===== src/rtl/mem_bus_pkg.sv =====
// ---------------------------------------------------------------------------
// mem_bus_pkg
// Shared definitions for the CPU native-memory-bus mux and its helpers:
//   - MEM_DATA_W      : bus data width
//   - DEFAULT_RDATA_C : read data returned on unmapped / timed-out accesses
//   - bus_state_t     : transaction FSM encoding (IDLE/BUSY/RESP/RECOVER)
//   - sel_width()     : width of a device index for a given device count
// ---------------------------------------------------------------------------
package mem_bus_pkg;

  localparam int MEM_DATA_W = 32;

  localparam logic [MEM_DATA_W-1:0] DEFAULT_RDATA_C = 32'hFFFF_FFFF;

  typedef enum logic [1:0] {
    IDLE    = 2'd0,
    BUSY    = 2'd1,
    RESP    = 2'd2,
    RECOVER = 2'd3
  } bus_state_t;

  // A single device still needs a 1-bit index so port widths stay legal.
  function automatic int sel_width(input int n);
    return (n > 1) ? $clog2(n) : 1;
  endfunction

endpackage


===== src/rtl/mem_bus_prio_enc.sv =====
// ---------------------------------------------------------------------------
// mem_bus_prio_enc
// Combinational priority encoder over a per-device decode vector.
//   i_decode : one bit per device, bit i = device i hit
//   o_idx    : index of the lowest set bit (0 when none set)
//   o_any    : at least one bit set
//   o_multi  : more than one bit set
// ---------------------------------------------------------------------------
module mem_bus_prio_enc
  import mem_bus_pkg::*;
#(
  parameter int N_DEV = 2
) (
  input  logic [N_DEV-1:0]            i_decode,
  output logic [sel_width(N_DEV)-1:0] o_idx,
  output logic                        o_any,
  output logic                        o_multi
);

  localparam int SEL_W = sel_width(N_DEV);

  // Walk from the top down so the lowest set index is the last one written.
  always_comb begin
    o_idx = '0;
    for (int i = N_DEV - 1; i >= 0; i--) begin
      if (i_decode[i]) o_idx = SEL_W'(i);
    end
  end

  assign o_any   = |i_decode;
  // Clearing the lowest set bit leaves something only if two or more were set.
  assign o_multi = |(i_decode & (i_decode - N_DEV'(1)));

endmodule


===== src/rtl/mem_bus_mux.sv =====
// ---------------------------------------------------------------------------
// mem_bus_mux
// Registered CPU native-memory-bus mux: routes one request to one of N_DEV
// devices chosen by per-device decode lines, and answers with DEFAULT_RDATA
// plus an error pulse on unmapped accesses or device timeouts.
//
// Handshake: a request is held by cpu_mem_valid until the one-cycle
// cpu_mem_ready pulse; dev_mem_valid[sel] is held until dev_mem_ready[sel]
// is seen high on a rising edge. At most one transaction is outstanding.
//
// Ports:
//   clk, resetn      clock, asynchronous active-low reset
//   cpu_mem_valid    CPU request valid
//   cpu_mem_ready    one-cycle response pulse
//   cpu_mem_wstrb    0 = read; only recorded for error accounting
//   cpu_mem_rdata    registered read data, valid with cpu_mem_ready
//   dev_decode       per-device address hit
//   dev_mem_valid    one-hot device request (only in BUSY)
//   dev_mem_ready    per-device ready
//   dev_mem_rdata    device i on bits [32i+31:32i]
//   err_unmapped     pulse with an unmapped-access response
//   err_timeout      pulse with a timeout response
//   err_multihit     (MEM_BUS_MUX_MULTIHIT_CHECK_EN only) multi-decode pulse
//   o_dbg_state      current FSM state
//   o_dbg_multihit   live "more than one decode bit set" flag
//   o_dbg_err_write  last error response was for a write
//
// Build option: define MEM_BUS_MUX_MULTIHIT_CHECK_EN to treat multiple decode
// hits as unmapped and add the err_multihit output.
// ---------------------------------------------------------------------------
module mem_bus_mux
  import mem_bus_pkg::*;
#(
  parameter int                     N_DEV          = 2,
  parameter int                     TIMEOUT_CYCLES = 255,
  parameter logic [MEM_DATA_W-1:0]  DEFAULT_RDATA  = DEFAULT_RDATA_C
) (
  input  logic                        clk,
  input  logic                        resetn,
  input  logic                        cpu_mem_valid,
  output logic                        cpu_mem_ready,
  input  logic [3:0]                  cpu_mem_wstrb,
  output logic [MEM_DATA_W-1:0]       cpu_mem_rdata,
  input  logic [N_DEV-1:0]            dev_decode,
  output logic [N_DEV-1:0]            dev_mem_valid,
  input  logic [N_DEV-1:0]            dev_mem_ready,
  input  logic [MEM_DATA_W*N_DEV-1:0] dev_mem_rdata,
  output logic                        err_unmapped,
  output logic                        err_timeout,
`ifdef MEM_BUS_MUX_MULTIHIT_CHECK_EN
  output logic                        err_multihit,
`endif
  output logic [1:0]                  o_dbg_state,
  output logic                        o_dbg_multihit,
  output logic                        o_dbg_err_write
);

  localparam int SEL_W = sel_width(N_DEV);
  localparam int CNT_W = (TIMEOUT_CYCLES > 0) ? $clog2(TIMEOUT_CYCLES + 1) : 1;
  localparam logic [CNT_W-1:0] CNT_LAST =
    CNT_W'((TIMEOUT_CYCLES > 0) ? TIMEOUT_CYCLES - 1 : 0);

  bus_state_t            r_state, w_next;
  logic [SEL_W-1:0]      r_sel, w_sel_next;
  logic [CNT_W-1:0]      r_cnt, w_cnt_next;
  logic [MEM_DATA_W-1:0] r_rdata, w_rdata_next;
  logic                  r_err_unm, w_err_unm_next;
  logic                  r_err_to, w_err_to_next;
  logic                  r_err_wr, w_err_wr_next;
`ifdef MEM_BUS_MUX_MULTIHIT_CHECK_EN
  logic                  r_err_mh, w_err_mh_next;
`endif

  logic [SEL_W-1:0]      w_idx;
  logic                  w_any;
  logic                  w_multi;
  logic                  w_unmapped;
  logic                  w_rdy_sel;
  logic [MEM_DATA_W-1:0] w_rdata_sel;
  logic                  w_timeout;

  mem_bus_prio_enc #(.N_DEV(N_DEV)) u_prio_enc (
    .i_decode (dev_decode),
    .o_idx    (w_idx),
    .o_any    (w_any),
    .o_multi  (w_multi)
  );

`ifdef MEM_BUS_MUX_MULTIHIT_CHECK_EN
  assign w_unmapped = !w_any || w_multi;
`else
  assign w_unmapped = !w_any;
`endif

  assign w_rdy_sel   = dev_mem_ready[r_sel];
  assign w_rdata_sel = dev_mem_rdata[MEM_DATA_W*int'(r_sel) +: MEM_DATA_W];
  assign w_timeout   = (TIMEOUT_CYCLES != 0) && (r_cnt == CNT_LAST);

  always_ff @(posedge clk or negedge resetn) begin
    if (!resetn) begin
      r_state   <= IDLE;
      r_sel     <= '0;
      r_cnt     <= '0;
      r_rdata   <= '0;
      r_err_unm <= 1'b0;
      r_err_to  <= 1'b0;
      r_err_wr  <= 1'b0;
`ifdef MEM_BUS_MUX_MULTIHIT_CHECK_EN
      r_err_mh  <= 1'b0;
`endif
    end else begin
      r_state   <= w_next;
      r_sel     <= w_sel_next;
      r_cnt     <= w_cnt_next;
      r_rdata   <= w_rdata_next;
      r_err_unm <= w_err_unm_next;
      r_err_to  <= w_err_to_next;
      r_err_wr  <= w_err_wr_next;
`ifdef MEM_BUS_MUX_MULTIHIT_CHECK_EN
      r_err_mh  <= w_err_mh_next;
`endif
    end
  end

  // Error flags are only set on the edge that enters RESP, so they line up
  // with the single cpu_mem_ready cycle.
  always_comb begin
    w_next         = r_state;
    w_sel_next     = r_sel;
    w_cnt_next     = r_cnt;
    w_rdata_next   = r_rdata;
    w_err_unm_next = 1'b0;
    w_err_to_next  = 1'b0;
    w_err_wr_next  = r_err_wr;
`ifdef MEM_BUS_MUX_MULTIHIT_CHECK_EN
    w_err_mh_next  = 1'b0;
`endif
    case (r_state)
      IDLE: begin
        if (cpu_mem_valid) begin
          if (w_unmapped) begin
            w_rdata_next   = DEFAULT_RDATA;
            w_err_unm_next = 1'b1;
            w_err_wr_next  = |cpu_mem_wstrb;
`ifdef MEM_BUS_MUX_MULTIHIT_CHECK_EN
            w_err_mh_next  = w_multi;
`endif
            w_next         = RESP;
          end else begin
            w_sel_next = w_idx;
            w_cnt_next = '0;
            w_next     = BUSY;
          end
        end
      end
      BUSY: begin
        if (!cpu_mem_valid) begin
          w_next = IDLE;
        end else if (w_rdy_sel) begin
          // Ready beats a coincident timeout.
          w_rdata_next = w_rdata_sel;
          w_next       = RESP;
        end else if (w_timeout) begin
          w_rdata_next  = DEFAULT_RDATA;
          w_err_to_next = 1'b1;
          w_err_wr_next = |cpu_mem_wstrb;
          w_next        = RESP;
        end else if (r_cnt != '1) begin
          w_cnt_next = r_cnt + CNT_W'(1);
        end
      end
      RESP: begin
        w_next = RECOVER;
      end
      RECOVER: begin
        // Wait out a lingering device ready so it cannot complete the next
        // transaction with stale data.
        if (!cpu_mem_valid && !w_rdy_sel) w_next = IDLE;
      end
      default: w_next = IDLE;
    endcase
  end

  // Device request decoded purely from registered state: glitch-free, one-hot.
  always_comb begin
    dev_mem_valid = '0;
    if (r_state == BUSY) dev_mem_valid[r_sel] = 1'b1;
  end

  assign cpu_mem_ready   = (r_state == RESP);
  assign cpu_mem_rdata   = r_rdata;
  assign err_unmapped    = r_err_unm;
  assign err_timeout     = r_err_to;
`ifdef MEM_BUS_MUX_MULTIHIT_CHECK_EN
  assign err_multihit    = r_err_mh;
`endif
  assign o_dbg_state     = r_state;
  assign o_dbg_multihit  = w_multi;
  assign o_dbg_err_write = r_err_wr;

endmodule


===== config.mk =====
export PLATFORM = sky130hd
export DESIGN_NAME = mem_bus_mux
export DESIGN_NICKNAME = d
export VERILOG_FILES = /design/src/rtl/mem_bus_pkg.sv /design/src/rtl/mem_bus_prio_enc.sv /design/src/rtl/mem_bus_mux.sv
export SDC_FILE = /design/constraint.sdc
export NUM_CORES = 1
export LEC_CHECK = 0
export CAP_MARGIN = 20
export CORE_MARGIN = 5
export CORE_UTILIZATION = 68
export CTS_BUF_LIST = sky130_fd_sc_hd__clkbuf_16
export DETAILED_ROUTE_END_ITERATION = 16
export DONT_BUFFER_PORTS = 1
export PLACE_DENSITY = 0.84
export SLEW_MARGIN = 20
export SYNTH_ARGS = -nofsm -noshare
export SYNTH_HDL_FRONTEND = slang
export SYNTH_SLANG_ARGS = --single-unit

===== constraint.sdc =====
create_clock -name clk -period 5.51 [get_ports clk]
set_input_delay 0.551 -clock clk [delete_from_list [all_inputs] [get_ports clk]]
set_output_delay 0.551 -clock clk [all_outputs]
set_load 0.03 [all_outputs]

==> impl_metrics.env, run 1 <==
export IMPL_final_common_cell="dfrtp_1"
export IMPL_grt_pass1_wl_mm=8.58
export IMPL_cellLeakagePower_nw=1.02
export IMPL_drc_errors=0
export IMPL_synth_top_family_by_area="compound AO/OA/AOI/OAI gates"
export IMPL_synth_nets=272
export IMPL_synthSimpleGateAreaFrac_pct=8.06
export IMPL_hold_buffers=1
export IMPL_max_vdd_ir_drop_v=0.000359
export IMPL_yosysSeqAreaShare_pct=45.7
export IMPL_dp_slack_ns=2.96
export IMPL_synth_area_leaders="dfrtp_1 46%, a2bb2oi_2 18%, mux2i_1 13%, buf_6 1.8%, o22a_1 1.7%"
export IMPL_grt_max_degree=47
export IMPL_yosysWarnings=0
export IMPL_cts_setup_buffers=0
export IMPL_clock_fmax_mhz=389
export IMPL_synth_xor_area_share_pct=0
export IMPL_rows=22
export IMPL_synthMuxAreaShare_pct=14.7
export IMPL_critPathMaxStageDelay_ns=0.70
export IMPL_yosysTopAreaCell="dfrtp_1"
export IMPL_tightest_slew_ns=1.00
export IMPL_synth_cells=195
export IMPL_instances_no_fill=241
export IMPL_n_antenna_cell=0
export IMPL_initial_utilization_pct=69.2
export IMPL_drt_iter0_drc=116
export IMPL_htree_levels=2
export IMPL_avgSynthCellArea_sq_um=12.9
export IMPL_ios=116
export IMPL_clkSlewWorstSetupHoldPaths_ns=0.06
export IMPL_port_buffers=0
export IMPL_cts_buffer_depth=2
export IMPL_layout_common_cells="45 x dfrtp_1, 32 x mux2i_1, 30 x a2bb2oi_2"
export IMPL_drive_gt1_share_pct=24.4
export IMPL_vias=1646
export IMPL_hold_path_class="in -> async"
export IMPL_reg2reg_to="cpu_mem_rdata[29]"
export IMPL_ant_nets=0
export IMPL_clk_latency_ns=0.28
export IMPL_final_setup_worst_slack_ns=2.94
export IMPL_dieArea_sq_um=5020
export IMPL_multiInputGateArea_sq_um=1280
export IMPL_layout_nets=270
export IMPL_hpwlAfterDp_mm=4.02
export IMPL_reg2regPathDepth=4
export IMPL_skew_ns=0.00576
export IMPL_root_buffer="clkbuf_16"
export IMPL_gr_total_overflow=0
export IMPL_power_density_nw_per_um2=667
export IMPL_path_cells="nor2b_1 -> and2_1"
export IMPL_syn2layout_area_growth_pct=6.41
export IMPL_reg2reg_slack_ns=3.01
export IMPL_cts_buffers=5
export IMPL_die_w_um=70.8
export IMPL_synthesis_area_sq_um=2520
export IMPL_synthAdderAreaFrac_pct=0.995
export IMPL_tns_ns=0
export IMPL_cts_sink_count=46
export IMPL_fin_crit_sh_pct=46.7
export IMPL_cp_arrival_ns=2.02
export IMPL_ys_ff_latch=46
export IMPL_cp_data_required_time_ns=4.96
export IMPL_wl_per_cell_um=22.5
export IMPL_slew_headroom_pct=33.3
export IMPL_start_kind="flip-flop"
export IMPL_antenna_found_initial=0
export IMPL_rr_startpoint="r_sel"
export IMPL_synth_cell_types=43
export IMPL_cts_resized=0
export IMPL_drv_slew=0
export IMPL_cts_tree="done"
export IMPL_drv_cap=0
export IMPL_dr_pass1_iters=4
export IMPL_place_inst=233
export IMPL_wirelength_mm=5.41
export IMPL_synth_top_area_share_pct=45.7
export IMPL_synth_compound_area_share_pct=26.9
export IMPL_grt_pass1_vias=1656
export IMPL_status="complete, no violations"
export IMPL_slowest_stage="dfrtp_1"
export IMPL_finalSetupViolCount=0
export IMPL_rsz0062_at_grt="no"
export IMPL_fill_cells=258
export IMPL_groute_usage_overall_pct=21.4
export IMPL_dieHeight_um=70.8
export IMPL_gp_congestion=0.857
export IMPL_final_seq_area_sq_um=1150
export IMPL_hold_slack_ns=0.112
export IMPL_min_period_ns=2.57
export IMPL_worstPathMaxFanout=11
export IMPL_crit_path_end_kind="primary output"
export IMPL_report_final_hold_viol_count=0
export IMPL_finish_utilization_pct=73.7
export IMPL_routed_via_density=6.83
export IMPL_crit_type="reg -> out"
export IMPL_core_area_sq_um=3630
## worst max-delay path by stage
stage                     slack (ns)                 to  cells past startpoint      startpoint
final                           2.94   dev_mem_valid[1]                      2  o_dbg_state[0]
after global routing            2.81  cpu_mem_rdata[29]                      4           r_sel
after CTS                       2.95   dev_mem_valid[1]                      2  o_dbg_state[0]
after detailed placement        2.96  cpu_mem_rdata[29]                      4           r_sel
after global placement          3.09  cpu_mem_rdata[29]                      4           r_sel
after floorplan                 3.61   dev_mem_valid[1]                      4  o_dbg_state[0]
## power by group
part | internal, mW | switching, mW | total, mW
clock network | 0.162 | 0.112 | 0.274
registers | 0.482 | 0.483 | 0.965
logic | 0.329 | 0.217 | 0.547
## Yosys cell counts
library cell,n
dfrtp_1,46
mux2i_1,32
a2bb2oi_2,30
nor2_1,7
a21oi_1,5
buf_2,5
nand2_1,5
nand3_1,5
o21ai_0,5
o22a_1,5
buf_6,4
nor3_1,4
inv_1,3
nor3b_1,3
a21o_1,2
a2bb2oi_1,2
and2_1,2
clkbuf_1,2
ha_1,2
nor2b_1,2
o211ai_1,2
a211o_2,1
a211oi_1,1
a21bo_2,1
a31oi_1,1
a31oi_4,1
and3_1,1
buf_1,1
mux2_1,1
mux2_4,1
mux2i_4,1
nand2b_1,1
nand3_2,1
nand4_1,1
nor2_2,1
nor3_2,1
nor4_1,1
o21ai_1,1
o21bai_1,1
o31ai_1,1
o41ai_1,1
or2_1,1
or4_1,1
## routing by layer
layer | global-route usage [%] | wire, um | vias up | part of all wire, %
li1 | - | - | 740 | -
met5 | 0 | 0 | - | 0
met1 | 24.6 | 1950 | 819 | 36
met2 | 37.0 | 2890 | 76 | 53
met4 | 8.14 | 133 | 0 | 2.5
met3 | 7.10 | 436 | 11 | 8.1
## flip-flops by register name, summed over array words and instances, names as in the netlist
name,count
o_dbg_err_write,1
r_cnt,8
o_dbg_state,2
err_unmapped,1
cpu_mem_rdata,32
err_timeout,1
r_sel,1
## metrics by stage
stage	total power [mW]	area [sq um]
finish	1.79	2680
global route	1.87	2680
CTS	1.80	2680
detailed placement	1.52	2520
global placement	1.47	2520
floorplan	1.42	2520
## logic make-up (layout without fill, tap and decap cells)
group,count (synthesis),after routing
buffers and inverters,15,13
AOI/OAI and AO/OA,60,60
muxes,35,35
adders and majority gates,2,2
and+or+nand+nor,37,37
DFF,46,46
## worst max-delay path: cells and delay by family, from the launching register on
family        cells  cell delay [ns]
flops             1             0.70
simple gates      2             1.03
## cell type report
cell class,instances,share of cell area [%]
repair buffers,3,1.59
inverters,3,0.421
multi-input cells,134,47.8
well taps,48,2.24
clock inverters,2,0.280
clock buffers,5,4.67
flip-flops and latches,46,43.0
Power figures use the tool's default switching activity.
==> run 2, diff against run 1 <==
Settings changed: CORE_UTILIZATION 68 to 63, PLACE_DENSITY 0.84 to 0.79.
Clock period 5.51 ns to 2.5 ns, I/O delays scaled along.
==> impl_metrics.env, run 2 (synthesis results as in run 1) <==
export IMPL_clock_fmax_mhz=515
export IMPL_crit_path_end_kind="primary output"
export IMPL_fin_area_sq_um=2780
export IMPL_rsz0062_at_grt="no"
export IMPL_final_setup_worst_slack_ns=0.557
export IMPL_layout_common_cells="45 x dfrtp_1, 32 x mux2i_1, 30 x a2bb2oi_2"
export IMPL_port_buffers=0
export IMPL_total_power_mw=4.20
export IMPL_gr_total_overflow=0
export IMPL_drt_iter0_drc=78
export IMPL_n_antenna_cell=0
export IMPL_cts_buffer_depth=2
export IMPL_clkSlewWorstSetupHoldPaths_ns=0.06
export IMPL_cts_tree="done"
export IMPL_crit_type="reg -> out"
export IMPL_dpl_cell_area_sq_um=2550
export IMPL_ios=116
export IMPL_power_density_nw_per_um2=1510
export IMPL_slew_headroom_pct=60.9
export IMPL_syn2layout_area_growth_pct=10.5
export IMPL_largest_reg_flops=32
export IMPL_rows=23
export IMPL_ant_nets=0
export IMPL_dieHeight_um=73.2
export IMPL_grt_max_degree=47
export IMPL_critPathMaxStageDelay_ns=0.55
export IMPL_start_kind="flip-flop"
export IMPL_dr_pass1_iters=4
export IMPL_htree_levels=2
export IMPL_cp_data_required_time_ns=2.25
export IMPL_tns_ns=0
export IMPL_grt_pass1_vias=1708
export IMPL_min_period_ns=1.94
export IMPL_antenna_found_initial=0
export IMPL_drive_gt1_share_pct=27.1
export IMPL_vias=1634
export IMPL_drc_errors=0
export IMPL_max_vdd_ir_drop_v=0.000844
export IMPL_cts_sink_count=46
export IMPL_tightest_slew_ns=0.584
export IMPL_hpwlAfterDp_mm=4.14
export IMPL_report_final_hold_viol_count=0
export IMPL_die_w_um=73.2
export IMPL_layout_nets=275
export IMPL_initial_utilization_pct=63.8
export IMPL_path_cells="nand2b_1 -> nor2_1"
export IMPL_final_common_cell="dfrtp_1"
export IMPL_cp_arrival_ns=1.69
export IMPL_clk_latency_ns=0.28
export IMPL_cts_buffers=5
export IMPL_dieArea_sq_um=5360
export IMPL_worstPathMaxFanout=8
export IMPL_drv_cap=0
export IMPL_fin_crit_sh_pct=77.7
export IMPL_status="complete, no violations"
export IMPL_groute_usage_overall_pct=20.6
export IMPL_root_buffer="clkbuf_16"
export IMPL_cts_resized=0
export IMPL_wl_per_cell_um=21.9
export IMPL_slowest_stage="dfrtp_1"
export IMPL_drv_slew=0
export IMPL_grt_pass1_wl_mm=8.46
export IMPL_routed_via_density=6.56
export IMPL_wirelength_mm=5.45
export IMPL_finalSetupViolCount=0
export IMPL_skew_ns=0.00451
export IMPL_dp_slack_ns=0.564
export IMPL_cellLeakagePower_nw=1.07
export IMPL_hold_slack_ns=0.0333
export IMPL_gp_congestion=0.842
export IMPL_fill_cells=279
export IMPL_core_area_sq_um=3940
export IMPL_hold_path_class="in -> reg"
-- run 2: stage by stage --
step,cells,utilization [%]
2_1_floorplan,195,-
3_3_place_gp,239,64.7
3_5_place_dp,239,64.7
4_1_cts,249,70.5
5_1_grt,249,70.5
6_report,249,70.5
-- run 2: routing by layer --
layer	vias to the layer above	GRT usage [%]	part of all wire [%]	wire, um
met3	8	6.61	9.6	524
met2	77	36.5	54	2950
met1	796	23.1	35	1890
met4	0	6.97	1.6	87
met5	-	0	0	0
li1	753	-	-	-
-- run 2: critical path: cells and delay by family (launching register included) --
family | cells | cell delay (ns)
flip-flops | 1 | 0.55
AND/OR/NAND/NOR | 2 | 0.86
-- run 2: what timing repair did --
action                    in CTS  in global routing
setup buffers                  0                  0
hold buffers                   2                  0
hold endpoints to repair      46                  0
-- run 2: cell type report --
| class | instances | area (sq um) | area share, % |
|---|---|---|---|
| Clock inverter | 3 | 68.8 | 2.47 |
| Sequential cell | 46 | 1150 | 41.4 |
| Clock buffer | 5 | 125 | 4.50 |
| Inverter | 3 | 11.3 | 0.405 |
| Multi-Input combinational cell | 134 | 1280 | 46.0 |
| Timing Repair Buffer | 8 | 82.6 | 2.97 |
| Tap cell | 50 | 62.6 | 2.25 |
-- run 2: report_power, final --
part / switching, mW / internal, mW / leakage [nW]
clock: 0.264 / 0.574 / 0.0940
combinational: 0.642 / 0.748 / 0.496
sequential: 0.911 / 1.07 / 0.477
-- run 2: worst paths after layout --
path                                start           endpoint  slack, ns  cells after the start
min in group asynchronous          resetn  cpu_mem_rdata[10]       0.49                      2
max                        o_dbg_state[1]   dev_mem_valid[0]       0.56                      2
max reg2reg                      r_cnt[0]    o_dbg_err_write       0.56                      6
max in group asynchronous          resetn              r_sel       1.80                      2
min                         dev_decode[1]       err_unmapped       0.03                      1
min reg2reg                      r_cnt[5]           r_cnt[5]       0.57                      1
